--- src/rtl/aer_in_pkg.sv ---
// Shared constants and types for the AER input receiver.
package pa_SnnAccelerator;

  localparam int unsigned M                 = 8;
  localparam int unsigned AER_IN_FIFO_DEPTH = 8;
  localparam int unsigned EVT_CNT_W         = 16;

  typedef enum logic {
    IDLE   = 1'b0,
    ACK_HI = 1'b1
  } aer_in_state_t;

endpackage

--- src/rtl/aer_in_if.sv ---
// AER link + event stream bundle. EVT_CNT exists only with AER_IN_EVT_CNT_EN.
interface aer_in_if
  import pa_SnnAccelerator::*;
#(
  parameter int unsigned M          = pa_SnnAccelerator::M,
  parameter int unsigned FIFO_DEPTH = pa_SnnAccelerator::AER_IN_FIFO_DEPTH
);

  localparam int unsigned CNT_W = $clog2(FIFO_DEPTH + 1);

  logic [M-1:0]     AERIN_ADDR;
  logic             AERIN_REQ;
  logic             AERIN_ACK;
  logic [M-1:0]     EVT_ADDR;
  logic             EVT_VALID;
  logic             EVT_READY;
  logic [CNT_W-1:0] FIFO_COUNT;
`ifdef AER_IN_EVT_CNT_EN
  logic [EVT_CNT_W-1:0] EVT_CNT;
`endif

  // Link sender / event consumer side
  modport master (
    output AERIN_ADDR, AERIN_REQ, EVT_READY,
    input  AERIN_ACK, EVT_ADDR, EVT_VALID, FIFO_COUNT
`ifdef AER_IN_EVT_CNT_EN
    , input EVT_CNT
`endif
  );

  // Receiver side
  modport slave (
    input  AERIN_ADDR, AERIN_REQ, EVT_READY,
    output AERIN_ACK, EVT_ADDR, EVT_VALID, FIFO_COUNT
`ifdef AER_IN_EVT_CNT_EN
    , output EVT_CNT
`endif
  );

endinterface

--- src/rtl/aer_in_fifo.sv ---
// Parameterized first-word-fall-through FIFO; push when full and pop when empty are ignored.
module aer_in_fifo #(
  parameter int unsigned W     = 8,
  parameter int unsigned DEPTH = 8
) (
  input  logic                       CLK,
  input  logic                       RST,
  input  logic                       push,
  input  logic                       pop,
  input  logic [W-1:0]               din,
  output logic [W-1:0]               dout,
  output logic [$clog2(DEPTH+1)-1:0] count,
  output logic                       full,
  output logic                       empty
);

  localparam int unsigned PTR_W = $clog2(DEPTH);
  localparam int unsigned CNT_W = $clog2(DEPTH + 1);

  logic [W-1:0]     mem_q [DEPTH];
  logic [W-1:0]     mem_d [DEPTH];
  logic [PTR_W-1:0] wr_ptr_q, wr_ptr_d;
  logic [PTR_W-1:0] rd_ptr_q, rd_ptr_d;
  logic [CNT_W-1:0] count_q, count_d;
  logic             push_ok, pop_ok;

  assign full    = (count_q == CNT_W'(DEPTH));
  assign empty   = (count_q == '0);
  assign push_ok = push & ~full;
  assign pop_ok  = pop & ~empty;
  assign dout    = mem_q[rd_ptr_q];
  assign count   = count_q;

  // Pointers wrap naturally at the power-of-two depth
  always_comb begin
    mem_d    = mem_q;
    wr_ptr_d = wr_ptr_q;
    rd_ptr_d = rd_ptr_q;
    count_d  = count_q + CNT_W'(push_ok) - CNT_W'(pop_ok);
    if (push_ok) begin
      mem_d[wr_ptr_q] = din;
      wr_ptr_d        = wr_ptr_q + PTR_W'(1);
    end
    if (pop_ok) begin
      rd_ptr_d = rd_ptr_q + PTR_W'(1);
    end
  end

  always_ff @(posedge CLK or posedge RST) begin
    if (RST) begin
      mem_q    <= '{default: '0};
      wr_ptr_q <= '0;
      rd_ptr_q <= '0;
      count_q  <= '0;
    end else begin
      mem_q    <= mem_d;
      wr_ptr_q <= wr_ptr_d;
      rd_ptr_q <= rd_ptr_d;
      count_q  <= count_d;
    end
  end

endmodule

--- src/rtl/aer_in.sv ---
// AER 4-phase link receiver: REQ synchronizer, handshake FSM and event FIFO.
// Optional accepted-event counter enabled by AER_IN_EVT_CNT_EN.
module aer_in
  import pa_SnnAccelerator::*;
#(
  parameter int unsigned M          = pa_SnnAccelerator::M,
  parameter int unsigned FIFO_DEPTH = pa_SnnAccelerator::AER_IN_FIFO_DEPTH
) (
  input  logic     CLK,
  input  logic     RST,
  aer_in_if.slave  bus
);

  localparam int unsigned CNT_W = $clog2(FIFO_DEPTH + 1);

  logic          req_meta_q, req_sync_q;
  aer_in_state_t state_q, state_d;
  logic          ack_q, ack_d;
  logic          push_c;
  logic          fifo_full, fifo_empty;
  logic [M-1:0]     fifo_dout;
  logic [CNT_W-1:0] fifo_count;

  // Two-flop barrier on the asynchronous request
  always_ff @(posedge CLK or posedge RST) begin
    if (RST) begin
      req_meta_q <= 1'b0;
      req_sync_q <= 1'b0;
    end else begin
      req_meta_q <= bus.AERIN_REQ;
      req_sync_q <= req_meta_q;
    end
  end

  // Exactly one push per handshake; a full FIFO withholds ACK
  always_comb begin
    state_d = state_q;
    ack_d   = ack_q;
    push_c  = 1'b0;
    case (state_q)
      IDLE: begin
        if (req_sync_q && !fifo_full) begin
          push_c  = 1'b1;
          ack_d   = 1'b1;
          state_d = ACK_HI;
        end
      end
      ACK_HI: begin
        if (!req_sync_q) begin
          ack_d   = 1'b0;
          state_d = IDLE;
        end
      end
      default: begin
        ack_d   = 1'b0;
        state_d = IDLE;
      end
    endcase
  end

  always_ff @(posedge CLK or posedge RST) begin
    if (RST) begin
      state_q <= IDLE;
      ack_q   <= 1'b0;
    end else begin
      state_q <= state_d;
      ack_q   <= ack_d;
    end
  end

  aer_in_fifo #(
    .W     (M),
    .DEPTH (FIFO_DEPTH)
  ) u_fifo (
    .CLK   (CLK),
    .RST   (RST),
    .push  (push_c),
    .pop   (bus.EVT_READY),
    .din   (bus.AERIN_ADDR),
    .dout  (fifo_dout),
    .count (fifo_count),
    .full  (fifo_full),
    .empty (fifo_empty)
  );

  assign bus.AERIN_ACK  = ack_q;
  assign bus.EVT_ADDR   = fifo_dout;
  assign bus.EVT_VALID  = ~fifo_empty;
  assign bus.FIFO_COUNT = fifo_count;

`ifdef AER_IN_EVT_CNT_EN
  logic [EVT_CNT_W-1:0] evt_cnt_q, evt_cnt_d;

  always_comb begin
    evt_cnt_d = evt_cnt_q + EVT_CNT_W'(push_c);
  end

  always_ff @(posedge CLK or posedge RST) begin
    if (RST) evt_cnt_q <= '0;
    else     evt_cnt_q <= evt_cnt_d;
  end

  assign bus.EVT_CNT = evt_cnt_q;
`endif

endmodule

--- src/flat_wrapper.sv ---
// flat-port wrapper written by rule: the top's interface ports become plain ports
module aer_in_flat import pa_SnnAccelerator::*;
#(
  parameter int unsigned M          = pa_SnnAccelerator::M,
  parameter int unsigned FIFO_DEPTH = pa_SnnAccelerator::AER_IN_FIFO_DEPTH
)
  (CLK, RST, bus_AERIN_ADDR, bus_AERIN_REQ, bus_EVT_READY, bus_AERIN_ACK, bus_EVT_ADDR, bus_EVT_VALID, bus_FIFO_COUNT);
  aer_in_if #(.M(M), .FIFO_DEPTH(FIFO_DEPTH)) bus_i ();
  input  logic CLK;
  input  logic RST;
  input wire logic [$bits(bus_i.AERIN_ADDR)-1:0] bus_AERIN_ADDR;
  input wire logic [$bits(bus_i.AERIN_REQ)-1:0] bus_AERIN_REQ;
  input wire logic [$bits(bus_i.EVT_READY)-1:0] bus_EVT_READY;
  output wire logic [$bits(bus_i.AERIN_ACK)-1:0] bus_AERIN_ACK;
  output wire logic [$bits(bus_i.EVT_ADDR)-1:0] bus_EVT_ADDR;
  output wire logic [$bits(bus_i.EVT_VALID)-1:0] bus_EVT_VALID;
  output wire logic [$bits(bus_i.FIFO_COUNT)-1:0] bus_FIFO_COUNT;
  assign bus_i.AERIN_ADDR = bus_AERIN_ADDR;
  assign bus_i.AERIN_REQ = bus_AERIN_REQ;
  assign bus_i.EVT_READY = bus_EVT_READY;
  assign bus_AERIN_ACK = bus_i.AERIN_ACK;
  assign bus_EVT_ADDR = bus_i.EVT_ADDR;
  assign bus_EVT_VALID = bus_i.EVT_VALID;
  assign bus_FIFO_COUNT = bus_i.FIFO_COUNT;
  aer_in #(.M(M), .FIFO_DEPTH(FIFO_DEPTH)) u_core (.CLK(CLK), .RST(RST), .bus(bus_i));
endmodule
--- config.mk ---
export PLATFORM = sky130hd
export DESIGN_NAME = aer_in_flat
export DESIGN_NICKNAME = d
export VERILOG_FILES = /design/src/rtl/aer_in_pkg.sv /design/src/rtl/aer_in_if.sv /design/src/rtl/aer_in_fifo.sv /design/src/rtl/aer_in.sv /design/src/flat_wrapper.sv
export SDC_FILE = /design/constraint.sdc
export NUM_CORES = 1
export LEC_CHECK = 0
export CAP_MARGIN = 10
export CORE_UTILIZATION = 58
export DETAILED_ROUTE_END_ITERATION = 12
export HOLD_SLACK_MARGIN = 0.03
export PLACE_DENSITY_LB_ADDON = 0.2
export SYNTH_ARGS = -nofsm -noshare
export SYNTH_HDL_FRONTEND = slang
export SYNTH_SLANG_ARGS = --single-unit
--- constraint.sdc ---
create_clock -name CLK -period 3 [get_ports CLK]
set_clock_uncertainty 0.05 [all_clocks]
set_input_delay 0.3 -clock CLK [delete_from_list [all_inputs] [get_ports CLK]]
set_output_delay 0.3 -clock CLK [all_outputs]
set_load 0.1 [all_outputs]
==> results of run 1 <==
[cells by family after synthesis]
group           Yosys count  share of synthesized area (%)
mux                      90                           32.5
buf+inv                  18                           2.15
flops                    78                           53.2
simple gates             21                           6.75
fa+ha+maj                 9                           3.27
compound gates            4                          0.682
xor+xnor                  6                           1.43
[per-stage QoR]
stage / hold WS, ns / cell area, um2
2_1_floorplan: 0.281 / 3670
3_3_place_gp: 0.286 / 4100
3_5_place_dp: 0.288 / 4100
4_1_cts: 0.311 / 4310
5_1_grt: 0.329 / 4310
6_report: 0.305 / 4310
[flip-flops by register name, summed over array words and instances, names as in the netlist]
name,cells
u_core.state_q,1
u_core.u_fifo.wr_ptr_q,3
u_core.req_sync_q,1
u_core.u_fifo.mem_q,64
u_core.req_meta_q,1
u_core.u_fifo.count,4
u_core.bus.AERIN_ACK,1
u_core.u_fifo.rd_ptr_q,3
[final timing paths]
check                                     startpoint  cells after the start                      end
min reg2reg                        u_core.req_meta_q                      0        u_core.req_sync_q
min in group CLK                   u_core.req_meta_q                      0        u_core.req_sync_q
max in group asynchronous                        RST                      3  u_core.u_fifo.mem_q[31]
max                        u_core.u_fifo.rd_ptr_q[0]                      4          bus_EVT_ADDR[6]
min                                              RST                      2   u_core.u_fifo.mem_q[8]
max reg2reg                   u_core.u_fifo.count[2]                     10   u_core.u_fifo.count[3]
[cell usage after synthesis, types with 2 or more instances]
cell type	count	share of area [%]
nand4b_2	2	0.82
nand3_1	2	0.27
mux4_2	16	9.8
nor4b_4	2	1.3
buf_2	5	0.68
inv_1	10	1.0
xnor2_1	5	1.2
nor3b_4	3	1.5
mux2_2	74	23
dfrtp_1	78	53
nand2_1	4	0.41
ha_1	8	2.7
or3b_2	2	0.48
[critical path: stages, from the launching register on]
cell     delay, ns
dfrtp_1       0.72
buf_12        0.23
mux4_2        0.51
mux2_2        0.30
buf_12        0.17
[area by class of cell]
cell class | instances | area, um2
Sequential cell | 78 | 1950
Clock inverter | 5 | 57.6
Clock buffer | 11 | 151
Tap cell | 75 | 93.8
Multi-Input combinational cell | 130 | 1640
Inverter | 10 | 37.5
Timing Repair Buffer | 29 | 370
Fill cell | 403 | 1720
[metal layers]
metal	track usage [%]	wire, um
met1	32.7	3130
met3	3.67	182
met4	12.1	137
met2	37.6	3310
met5	0	0
==> impl_metrics.json, run 1 <==
{
  "antenna_cells": 0,
  "syn_nets": 247,
  "chipHeight_um": 81.5,
  "cts_sinks": 78,
  "r2r_slack_ns": 0.41,
  "drtAntennaViolNets": 0,
  "grt_max_degree": 51,
  "cp-start-kind": "register",
  "htreeDepth": 3,
  "core_mm2": 0.00603,
  "synthArstFlopShare_pct": 100,
  "final_cell_mix": "dfrtp_1, mux2_2, mux4_2",
  "cts.hold.buffers_added": 0,
  "gr-total-overflow": 0,
  "rows": 28,
  "drv_cap": 0,
  "place_congestion": 0.719,
  "synth.avg_cell_area_um2": 16.2,
  "cp.required_ns": 2.65,
  "fmax_mhz": 381,
  "synth.distinct_cells": 28,
  "layout.cells.non_filler": 338,
  "rsz0062_at_grt": "no",
  "path_clk_slew_ns": 0.08,
  "hpwlAfterDp_um": 4410,
  "place_ws_ns": 0.425,
  "numPortBuffers": 25,
  "drtIter0Drc": 57,
  "cts-root-buf": "clkbuf_8",
  "tightest_slew_ns": 0.819,
  "die_w_um": 81.5,
  "grtUsageTotal_pct": 24.0,
  "clock_latency_ns": 0.34,
  "synth_edf_count": 0,
  "dieArea_mm2": 0.00665,
  "tritoncts": "built",
  "antenna_found_initial": 0,
  "post-route-period-util_pct": 87.5,
  "remaining_drc_errors": 0,
  "num_vias": 1981,
  "final_nets": 279,
  "yosysSeqAreaShare_pct": 53.2,
  "wl_per_cell_um": 20.0,
  "setup_tns_ns": 0,
  "mostFrequentLayoutCell": "dfrtp_1",
  "setup_violations": 0,
  "cp-end-kind": "output pin",
  "hold_viol_final": 0,
  "clockBufferDepth": 2,
  "totalWireLength_um": 6760,
  "cts_setup_buffers": 0,
  "syn_area_mm2": 0.00367,
  "hold_path.class": "input port to async pin",
  "timing.final.ws_setup_ns": 0.374,
  "cts_inserted_buffers": 9,
  "grt_pass1_vias": 2108,
  "first_pass_iters": 4,
  "critPathKind": "register to output pin",
  "slew_headroom_pct": 45.0,
  "yosys_warnings": 0,
  "final_max_slew_viol_count": 0,
  "yosys_register_bits": 78,
  "netlist_instances": 226,
  "vias_per_cell": 5.86,
  "arrival_ns": 2.28,
  "area_growth_pct": 17.4,
  "critPathMaxFanout": 10,
  "period_needed_ns": 2.63,
  "utilization_pct": 71.5,
  "drive_gt1_share_pct": 53.2,
  "ioPinCount": 26,
  "place_inst": 322,
  "status": "finished clean",
  "synthFlopType": "dfrtp_1",
  "initial_core_util_pct": 60.9,
  "post_cts_resized": 0,
  "grt_pass1_wl_um": 11100
}
Power of run 1 is not shown: default switching activity piles up to over one toggle a cycle in this logic, so the estimate is an artifact.
==> run 2: changes to the inputs <==
--- a/config.mk
+++ b/config.mk
@@ -8,7 +8,7 @@
 export CAP_MARGIN = 10
 export CORE_UTILIZATION = 58
 export DETAILED_ROUTE_END_ITERATION = 12
-export HOLD_SLACK_MARGIN = 0.03
+export HOLD_SLACK_MARGIN = 0.05
 export PLACE_DENSITY_LB_ADDON = 0.2
 export SYNTH_ARGS = -nofsm -noshare
 export SYNTH_HDL_FRONTEND = slang
==> results of run 2 <==
Same layout as run 1: the final DEF is identical, and so are final timing and power.
Power of run 2 is left out for the same reason.
==> run 3: changes to the inputs <==
--- a/config.mk
+++ b/config.mk
@@ -8,6 +8,7 @@
 export CAP_MARGIN = 10
 export CORE_UTILIZATION = 58
 export DETAILED_ROUTE_END_ITERATION = 12
+export GPL_TIMING_DRIVEN = 0
 export HOLD_SLACK_MARGIN = 0.05
 export PLACE_DENSITY_LB_ADDON = 0.2
 export SYNTH_ARGS = -nofsm -noshare
==> run 3 against run 2 <==
  * Via count increased by 2.2%
  * Flip-flop and latch count unchanged
  * First-iteration DRC count increased by 74%
  * Hold slack worse by 0.072 ns
  * Cell area shrank 1.7%
  * Global-route usage grew 0.56 points
  * Critical endpoint unchanged
==> impl_metrics.json, run 3 (same netlist as run 1, synthesis figures left out) <==
{
  "numPortBuffers": 25,
  "cts-root-buf": "clkbuf_8",
  "final_cell_mix": "dfrtp_1, mux2_2, clkdlybuf4s50_1",
  "mostFrequentLayoutCell": "dfrtp_1",
  "clockBufferDepth": 2,
  "clock_latency_ns": 0.35,
  "grtUsageTotal_pct": 24.6,
  "cts_sinks": 78,
  "final_nets": 284,
  "slew_headroom_pct": 35.0,
  "ioPinCount": 26,
  "core_mm2": 0.00603,
  "cp.required_ns": 2.65,
  "period_needed_ns": 2.83,
  "drive_gt1_share_pct": 51.1,
  "drtAntennaViolNets": 0,
  "largest_reg_flops": 64,
  "place_inst": 327,
  "top_register": "u_core.u_fifo.mem_q",
  "cp-start-kind": "register",
  "rsz0062_at_grt": "no",
  "htreeDepth": 3,
  "place_congestion": 0.728,
  "hold_viol_final": 0,
  "die_w_um": 81.5,
  "tightest_slew_ns": 0.972,
  "gr-total-overflow": 0,
  "setup_tns_ns": 0,
  "area_growth_pct": 15.4,
  "path_clk_slew_ns": 0.08,
  "drv_cap": 0,
  "dieArea_mm2": 0.00665,
  "setup_violations": 0,
  "chipHeight_um": 81.5,
  "drtIter0Drc": 99,
  "cts_inserted_buffers": 9,
  "vias_per_cell": 5.90,
  "antenna_cells": 0,
  "cts.hold.buffers_added": 0,
  "final_max_slew_viol_count": 0,
  "num_vias": 2024,
  "post-route-period-util_pct": 94.5,
  "remaining_drc_errors": 0,
  "critPathMaxFanout": 10,
  "initial_core_util_pct": 60.9,
  "tritoncts": "built",
  "hpwlAfterDp_um": 4540,
  "antenna_found_initial": 0,
  "layout.cells.non_filler": 343,
  "cp-end-kind": "output pin",
  "fmax_mhz": 353,
  "worstReg2RegStart": "u_core.u_fifo.count[2]",
  "critPathKind": "register to output pin",
  "startpoint": "u_core.u_fifo.rd_ptr_q[0]",
  "grt_pass1_vias": 2139,
  "cts_setup_buffers": 0,
  "grt_pass1_wl_um": 11300,
  "arrival_ns": 2.48,
  "totalWireLength_um": 6890,
  "rows": 28,
  "wl_per_cell_um": 20.1,
  "status": "finished clean",
  "hold_path.class": "input port to async pin",
  "first_pass_iters": 4,
  "grt_max_degree": 50
}
## run 3: changes by cell type in the layout (fill, tap and decap cells not counted), moves of 2 or more
cell	change
buf_12	-10
buf_2	+4
buf_4	-7
clkbuf_2	+5
clkbuf_8	-2
clkdlybuf4s15_2	+4
clkdlybuf4s50_1	+6
## run 3: worst max-delay path, stage by stage, from the launching register on
cell             delay (ns)
dfrtp_1                0.36
buf_4                  0.21
clkbuf_4               0.29
mux4_2                 0.52
mux2_2                 0.28
clkdlybuf4s15_2        0.46
## run 3: per-stage QoR
step | cell area, um2 | hold slack (ns) | setup slack, ns | utilization, %
5_1_grt | 4230 | 0.265 | 0.0515 | 70.3
4_1_cts | 4250 | 0.236 | -0.0972 | 70.5
2_1_floorplan | 3670 | 0.281 | 0.0859 | -
3_3_place_gp | 4020 | 0.286 | -0.831 | 66.7
6_report | 4230 | 0.233 | 0.165 | 70.3
3_5_place_dp | 4050 | 0.296 | -0.0786 | 67.2
## run 3: path summary, 6_finish.rpt
kind | slack (ns) | cells past startpoint | endpoint
worst max register to register | 0.30 | 11 | u_core.u_fifo.count[3]
min in group CLK | 0.31 | 0 | u_core.req_sync_q
worst min register to register | 0.31 | 0 | u_core.req_sync_q
worst min-delay path | 0.23 | 2 | u_core.u_fifo.mem_q[10]
worst max-delay path | 0.17 | 5 | bus_EVT_ADDR[6]
max in group asynchronous | 2.08 | 3 | u_core.u_fifo.count[2]
## run 3: what timing repair did
action	4_1_cts	5_1_grt
endpoints found under the hold margin	0	0
resized for setup	16	9
setup endpoints to repair	8	7
## run 3: area by class of cell
cell class	count	area [um2]
plain buffers	8	43.8
repair buffers	26	263
fillers	417	1790
well taps	75	93.8
clock buffers	10	128
multi-input cells	130	1640
inverters	10	40.0
clock inverters	6	70.1
flip-flops and latches	78	1950
## run 3: per-layer routing
layer  GRT usage [%]  up-vias  part of all wire, %
met5               0        -                    0
met4            11.3        0                  1.6
met3            4.78       12                  4.0
met2            38.3       44                   50
met1            33.5     1058                   45
li1                -      910                    -
Power of run 3 is left out for the same reason.
